**config.mk**
```make
export PLATFORM = sky130hd
export DESIGN_NAME = orion_a2s_bridge
export DESIGN_NICKNAME = d
export VERILOG_FILES = /design/src/rtl/orion_a2s_bridge.sv
export SDC_FILE = /design/constraint.sdc
export NUM_CORES = 1
export LEC_CHECK = 0
export ABC_CLOCK_PERIOD_IN_PS = 2650
export CAP_MARGIN = 20
export CORE_MARGIN = 1.5
export CORE_UTILIZATION = 39
export CTS_BUF_LIST = sky130_fd_sc_hd__clkbuf_2 sky130_fd_sc_hd__clkbuf_4 sky130_fd_sc_hd__clkbuf_8
export DETAILED_ROUTE_END_ITERATION = 8
export PLACE_DENSITY_LB_ADDON = 0.15
export SYNTH_ARGS = -nofsm -noshare
export SYNTH_HDL_FRONTEND = slang
export SYNTH_SLANG_ARGS = --single-unit
```
**constraint.sdc**
```tcl
create_clock -name clk -period 2.65 [get_ports clk]
set_input_delay 0.53 -clock clk [delete_from_list [all_inputs] [get_ports clk]]
set_output_delay 0.53 -clock clk [all_outputs]
set_load 0.02 [all_outputs]
```
**src/rtl/orion_a2s_bridge.sv**
```systemverilog
//============================================================================
// Module   : orion_a2s_bridge
// Brief    : 2-phase bundled-data async handshake to synchronous valid/ready
//            FIFO. Define ORION_A2S_BRIDGE_LEVEL_EN to expose the fill level.
// Revision : 1.0 - initial release
//============================================================================
`default_nettype none

module orion_a2s_bridge #(
  parameter int WIDTH       = 1,
  parameter int DEPTH       = 4,
  parameter int SYNC_STAGES = 2,
  parameter bit ACK_INIT    = 1'b0
) (
  input  logic             clk,
  input  logic             reset_n,
  input  logic             in_req,
  output logic             in_ack,
  input  logic [WIDTH-1:0] in_data,
  output logic             out_valid,
  input  logic             out_ready,
  output logic [WIDTH-1:0] out_data
`ifdef ORION_A2S_BRIDGE_LEVEL_EN
  ,
  output logic [$clog2(DEPTH):0] level
`endif
);

  localparam int AW = $clog2(DEPTH);
  localparam int CW = AW + 1;
  localparam logic [CW-1:0] FULL = CW'(DEPTH);

  logic [SYNC_STAGES-1:0] sync;
  logic [AW-1:0]          wptr;
  logic [AW-1:0]          rptr;
  logic [CW-1:0]          count;
  logic [WIDTH-1:0]       mem [DEPTH];

  logic req_s;
  logic pending;
  logic pop;
  logic push;

  // Synchronizer resets to the ack phase so no token appears pending after reset.
  always_ff @(posedge clk or negedge reset_n) begin
    if (!reset_n) begin
      sync <= {SYNC_STAGES{ACK_INIT}};
    end else begin
      sync <= {sync[SYNC_STAGES-2:0], in_req};
    end
  end

  assign req_s     = sync[SYNC_STAGES-1];
  assign pending   = (req_s != in_ack);
  assign out_valid = (count != '0);
  assign pop       = out_valid && out_ready;
  // A pop on the same edge frees the slot the pending token needs.
  assign push      = pending && ((count < FULL) || pop);

  always_ff @(posedge clk or negedge reset_n) begin
    if (!reset_n) begin
      in_ack <= ACK_INIT;
      wptr   <= '0;
      rptr   <= '0;
      count  <= '0;
    end else begin
      if (push) begin
        wptr   <= wptr + 1'b1;
        in_ack <= ~in_ack;
      end
      if (pop) begin
        rptr <= rptr + 1'b1;
      end
      case ({push, pop})
        2'b10:   count <= count + 1'b1;
        2'b01:   count <= count - 1'b1;
        default: count <= count;
      endcase
    end
  end

  // Storage carries no reset; out_valid qualifies the head entry.
  always_ff @(posedge clk) begin
    if (push) begin
      mem[wptr] <= in_data;
    end
  end

  assign out_data = mem[rptr];

`ifdef ORION_A2S_BRIDGE_LEVEL_EN
  assign level = count;
`endif

endmodule

`default_nettype wire

```
# Yosys cells after proc, flatten, opt, wreduce, memory -nomap -nowiden
# Memories as Yosys holds them, arrays and structs flattened.
# Cells that the tools add are included.
op_classes:
  add_sub_neg: 4
  order_cmp: 1
  eq_ne: 3
  n_mux: 3
  bitwise_logic: 1
  n_reduce_logical: 5
ops:
  columns: ["cell", "count"]
  rows:
  - ["one-hot mux 3 bit (2 select lines)", 1]
  - ["adder 2 x 1 -> 2 bit (second input constant)", 2]
  - ["adder 3 x 1 -> 3 bit (second input constant)", 1]
  - ["less-than comparator 3 bit (second input constant)", 1]
  - ["nonzero test 3 bit", 1]
  - ["subtractor 3 x 1 -> 3 bit (second input constant)", 1]
  - ["== test 2 x 1 -> 1 bit (second input constant)", 1]
  - ["== test 2 bit (second input constant)", 1]
  - ["logical AND 1 bit", 2]
  - ["2-to-1 mux 1 bit", 2]
  - ["nonzero test 2 bit", 1]
  - ["logical OR 1 bit", 1]
  - ["inequality test 1 bit", 1]
  - ["inverter 1 bit", 1]
word_totals:
  ff_bits: 10
  ramBits: 4
  inputBits: 5
  out_inout_bits: 3
  wordCells: 23
  mem_count: 1
memory_table:
  columns: ["memory", "depth", "word_bits", "read_ports", "rd_clocked_by_memory_dff", "wr", "line", "source"]
  rows:
  - ["mem", 4, 1, 1, 0, 1, "37", "logic [WIDTH-1:0] mem [DEPTH];"]

# Logic depth before layout (Yosys ltp)
logic_depth:
  ltp_word: 6
  ltp_mapped: 9
  mapped_depth_nobuf: 9

# Worst setup path after synthesis
# Ideal clock, no wire load.
synth_timing:
  path_kind: "input to register"
  start: "input out_ready"
  end: "register count[2]"
  setup_ps: 79
  arrival_ps: 1869
  required_time_ps: 2571
  path_slack_ps: 702
  stages: 9
  path_buffers: 0
  cell_sequence: "nand2b_1 > and2_4 > inv_1 > ha_1 > inv_1 > fa_1 > xor2_1 > nor2_1 > xor2_1"
synth_via:
  elab_chain_cells: 5
  word_cells_on_any_way: 7
  classes_between: "2 x eq/ne; 1 x mux; 4 x reduce/logical"
synth_rtl:
  columns: ["item", "line", "source"]
  rows:
  - ["from (decl)", "21", "input logic out_ready,"]
  - ["logical AND 1 bit *", "56", "assign pop = out_valid && out_ready;"]
  - ["logical OR 1 bit", "58", "assign push = pending && ((count < FULL) || pop);"]
  - ["logical AND 1 bit", "58", null]
  - ["== test 2 x 1 -> 1 bit or == test 2 bit (tied branches)", "74", "case ({push, pop})"]
  - ["one-hot mux 3 bit (2 select lines) or nonzero test 2 bit (tied branches)", null, null]
  - ["to (signal assigned)", "75", "2'b10: count <= count + 1'b1;"]
  - ["to (signal assigned)", "76", "2'b01: count <= count - 1'b1;"]
  - ["to (signal assigned)", "77", "default: count <= count;"]
  - ["to (decl)", "36", "logic [CW-1:0] count;"]
# Every way passes the cells marked *; elsewhere a longest branch is shown, timed or not.
# A chain may end at the register's enable or synchronous reset.

# Worst setup path after layout
layout_timing:
  start: "register rptr[0]"
  end: "output out_data"
layout_via:
  elab_chain_cells: 1
layout_rtl:
  columns: ["item", "line", "source"]
  rows:
  - ["from (decl)", "35", "logic [AW-1:0] rptr;"]
  - ["from (signal assigned)", "72", "rptr <= rptr + 1'b1;"]
  - ["memory read (4 x 1 bit)", null, null]
  - ["to (decl)", "22", "output logic [WIDTH-1:0] out_data"]
# No other way between the ends.

==> qor.csv <==
metric;value;unit
htree depth;1;
max incr delay on CP;540;ps
crit path kind;reg2out;
Final Skew;1.16;ps
GRT Overall Usage;0.121;
DP Area;756;um2
crit path from;rptr[0];
diode count;0;
TritonCTS Buffers;3;
worst path bufs/invs;1;
Clock transition at path regs;80;ps
vias in the first global route;373;
# resized after CTS;0;
DRC;0;
RSZ-0062 raised after global routing;false;
via count;376;
status;complete, no violations;
Setup TNS;0;ps
hold slack;366;ps
IO Pins;8;
DR vias/cell;5.01;
Syn Area/Cell;14.0;um2
fin area;786;um2
die width;44.1;um
Root Driver;clkbuf_4;
Worst path top cell family by delay;buffers and inverters;
YS warnings;0;
Tightest Pin Transition;440;ps
worst vdd ir;0.482;mV
row cnt;14;
final setup vio count;0;
Clock Path Buffers;2;
ANT nets after route;0;
total gr overflow;0;
Worst slew margin;0.706;
core region area;1540;um2
Reg2Reg Setup Slack;650;ps
post-synthesis cell count;47;
Synth Register Bits;14;
cts hold-fix bufs;0;
gpl congestion;0.663;
power per cell area;1090;nW/um2
initial antenna violation count;0;
PortBufs;7;
First-pass DRT Iterations;2;
reg2reg end;count[2];
CTS tree;built;
DIE AREA;1940;um2
CP Data Arrival Time;1750;ps
post-synthesis cell area;658;um2
worst-path cell chain;mux4_2 -> clkdlybuf4s50_1;
worst-path fanout max;3;
worst hold path class;reg2reg;
Starting Density;0.427;
CP Launch Type;flop;
wire per inst;11.8;um
net count after synthesis;58;
fin crit share;0.859;
first-pass GRT wire length;1590;um
WL final;884;um
fin. max-slew vios;0;
layout cells sized above 1;0.136;
Levels on crit path;2;
CTS sink count;14;
Vert. Die Dim;44.1;um
fill count;145;
Final min period;2280;ps
synth top area cells;dfrtp_1 38%, edfxtp_1 18%, ha_1 9.5%, xor2_1 5.3%, xnor2_1 4.0%;
Worst Setup EP;out_data;
dpl hpwl;694;um
critical path capture point type;output port;
Seq/Total Area, Yosys;0.563;
Synth top area share;0.380;
Skew-Pair Late Insertion Delay;280;ps
post-synthesis cell type count;18;
cells on worst reg2reg path;9;
Post-CTS Setup Inserts;0;
Layout area overhead;19.4;%
Critical R2R Launch;in_ack;
Iteration-0 DRC Markers;1;
Max stage delay cell, worst path;clkdlybuf4s50_1;
worst endpoint required time;2120;ps
pin count of the biggest net entering global routing;11;
Final #Nets;71;
max-capacitance violation count;0;
post-layout util;0.510;
Lkg Pwr;0.364;nW
dominant cell type by area after synthesis;dfrtp_1;
Peak Freq;0.439;GHz
Fin. Hold Viols;0;
registers in the layout, summed over array words and instances (netlist names):
name,count
mem,4
wptr,2
sync,2
in_ack,1
count,3
rptr,2
layout make-up:
type | count | area, um2 | share of cell area
repair buffers | 8 | 77.6 | 0.0987
clock buffers | 4 | 30.0 | 0.0382
multi-input cells | 27 | 265 | 0.338
inverters | 6 | 22.5 | 0.0287
well taps | 16 | 20.0 | 0.0255
flip-flops and latches | 14 | 370 | 0.471
worst reg2reg max path, stage by stage (launching register included):
cell,delay (ps)
dfrtp_1,410
xor2_1,200
and2_4,190
inv_1,50
ha_1,180
inv_1,60
fa_1,370
xor2_1,150
nor2_1,140
xor2_1,170
worst min-delay path by stage:
| stage | to | cells after the start | from | slack [ps] |
|---|---|---|---|---|
| floorplan | count[0] | 0 | reset_n | 230 |
| global placement | sync[1] | 0 | sync[0] | 340 |
| detailed placement | sync[1] | 0 | sync[0] | 350 |
| CTS | sync[1] | 0 | sync[0] | 370 |
| global route | sync[1] | 0 | sync[0] | 390 |
| finish | sync[1] | 0 | sync[0] | 370 |
power by group:
part	internal [mW]	switching (mW)	total, mW
sequential	0.301	0.0609	0.362
clock	0.0686	0.0679	0.137
combinational	0.195	0.163	0.358
total	0.565	0.291	0.857
per-layer routing:
metal | up-vias | global-route usage | routed length, um
met5 | - | 0 | 0
met4 | 0 | 0.0727 | 27
met3 | 4 | 0.0531 | 41
met2 | 8 | 0.168 | 403
met1 | 183 | 0.155 | 412
li1 | 181 | - | -
cell families (layout without fill, tap and decap cells):
kind of cell	after synthesis	after routing	share of synthesized area
muxes	4	4	0.0893
buffers and inverters	6	18	0.0342
and+or+nand+nor	9	9	0.0817
DFF	14	14	0.563
xor gates and xnor gates	7	7	0.0932
adders and majority gates	6	6	0.125
AOI/OAI and AO/OA	1	1	0.0133
cells in the final DEF, fill, tap and decap left out:
| cell type | synthesis | layout |
|---|---|---|
| edfxtp_1 | 4 | 4 |
| fa_1 | 1 | 1 |
| o31a_1 | 1 | 1 |
| or3_1 | 1 | 1 |
| nand2_1 | 1 | 1 |
| clkdlybuf4s50_1 | 0 | 7 |
| clkbuf_4 | 0 | 4 |
| buf_4 | 0 | 1 |
| and3_1 | 4 | 4 |
| mux2_4 | 1 | 1 |
| and2_4 | 1 | 1 |
| mux2i_1 | 1 | 1 |
| dfrtp_1 | 10 | 10 |
| xor2_1 | 4 | 4 |
| nor2_1 | 1 | 1 |
| mux4_2 | 1 | 1 |
| xnor2_1 | 3 | 3 |
| mux2_1 | 1 | 1 |
| nand2b_1 | 1 | 1 |
| inv_1 | 6 | 6 |
| ha_1 | 5 | 5 |
stage by stage:
step | power [mW] | setup slack, ps | instances
5_1_grt | 0.933 | 302 | 75
3_5_place_dp | 0.731 | 181 | 71
3_3_place_gp | 0.723 | 219 | 71
4_1_cts | 0.871 | 355 | 75
2_1_floorplan | 0.623 | 702 | 47
6_report | 0.857 | 373 | 75
synthesized netlist by cell type:
cell / number
mux2i_1: 1
o31a_1: 1
xnor2_1: 3
mux2_1: 1
mux2_4: 1
and3_1: 4
nor2_1: 1
xor2_1: 4
inv_1: 6
and2_4: 1
nand2_1: 1
nand2b_1: 1
edfxtp_1: 4
fa_1: 1
or3_1: 1
ha_1: 5
mux4_2: 1
dfrtp_1: 10
(Power assumes the default switching activity.)
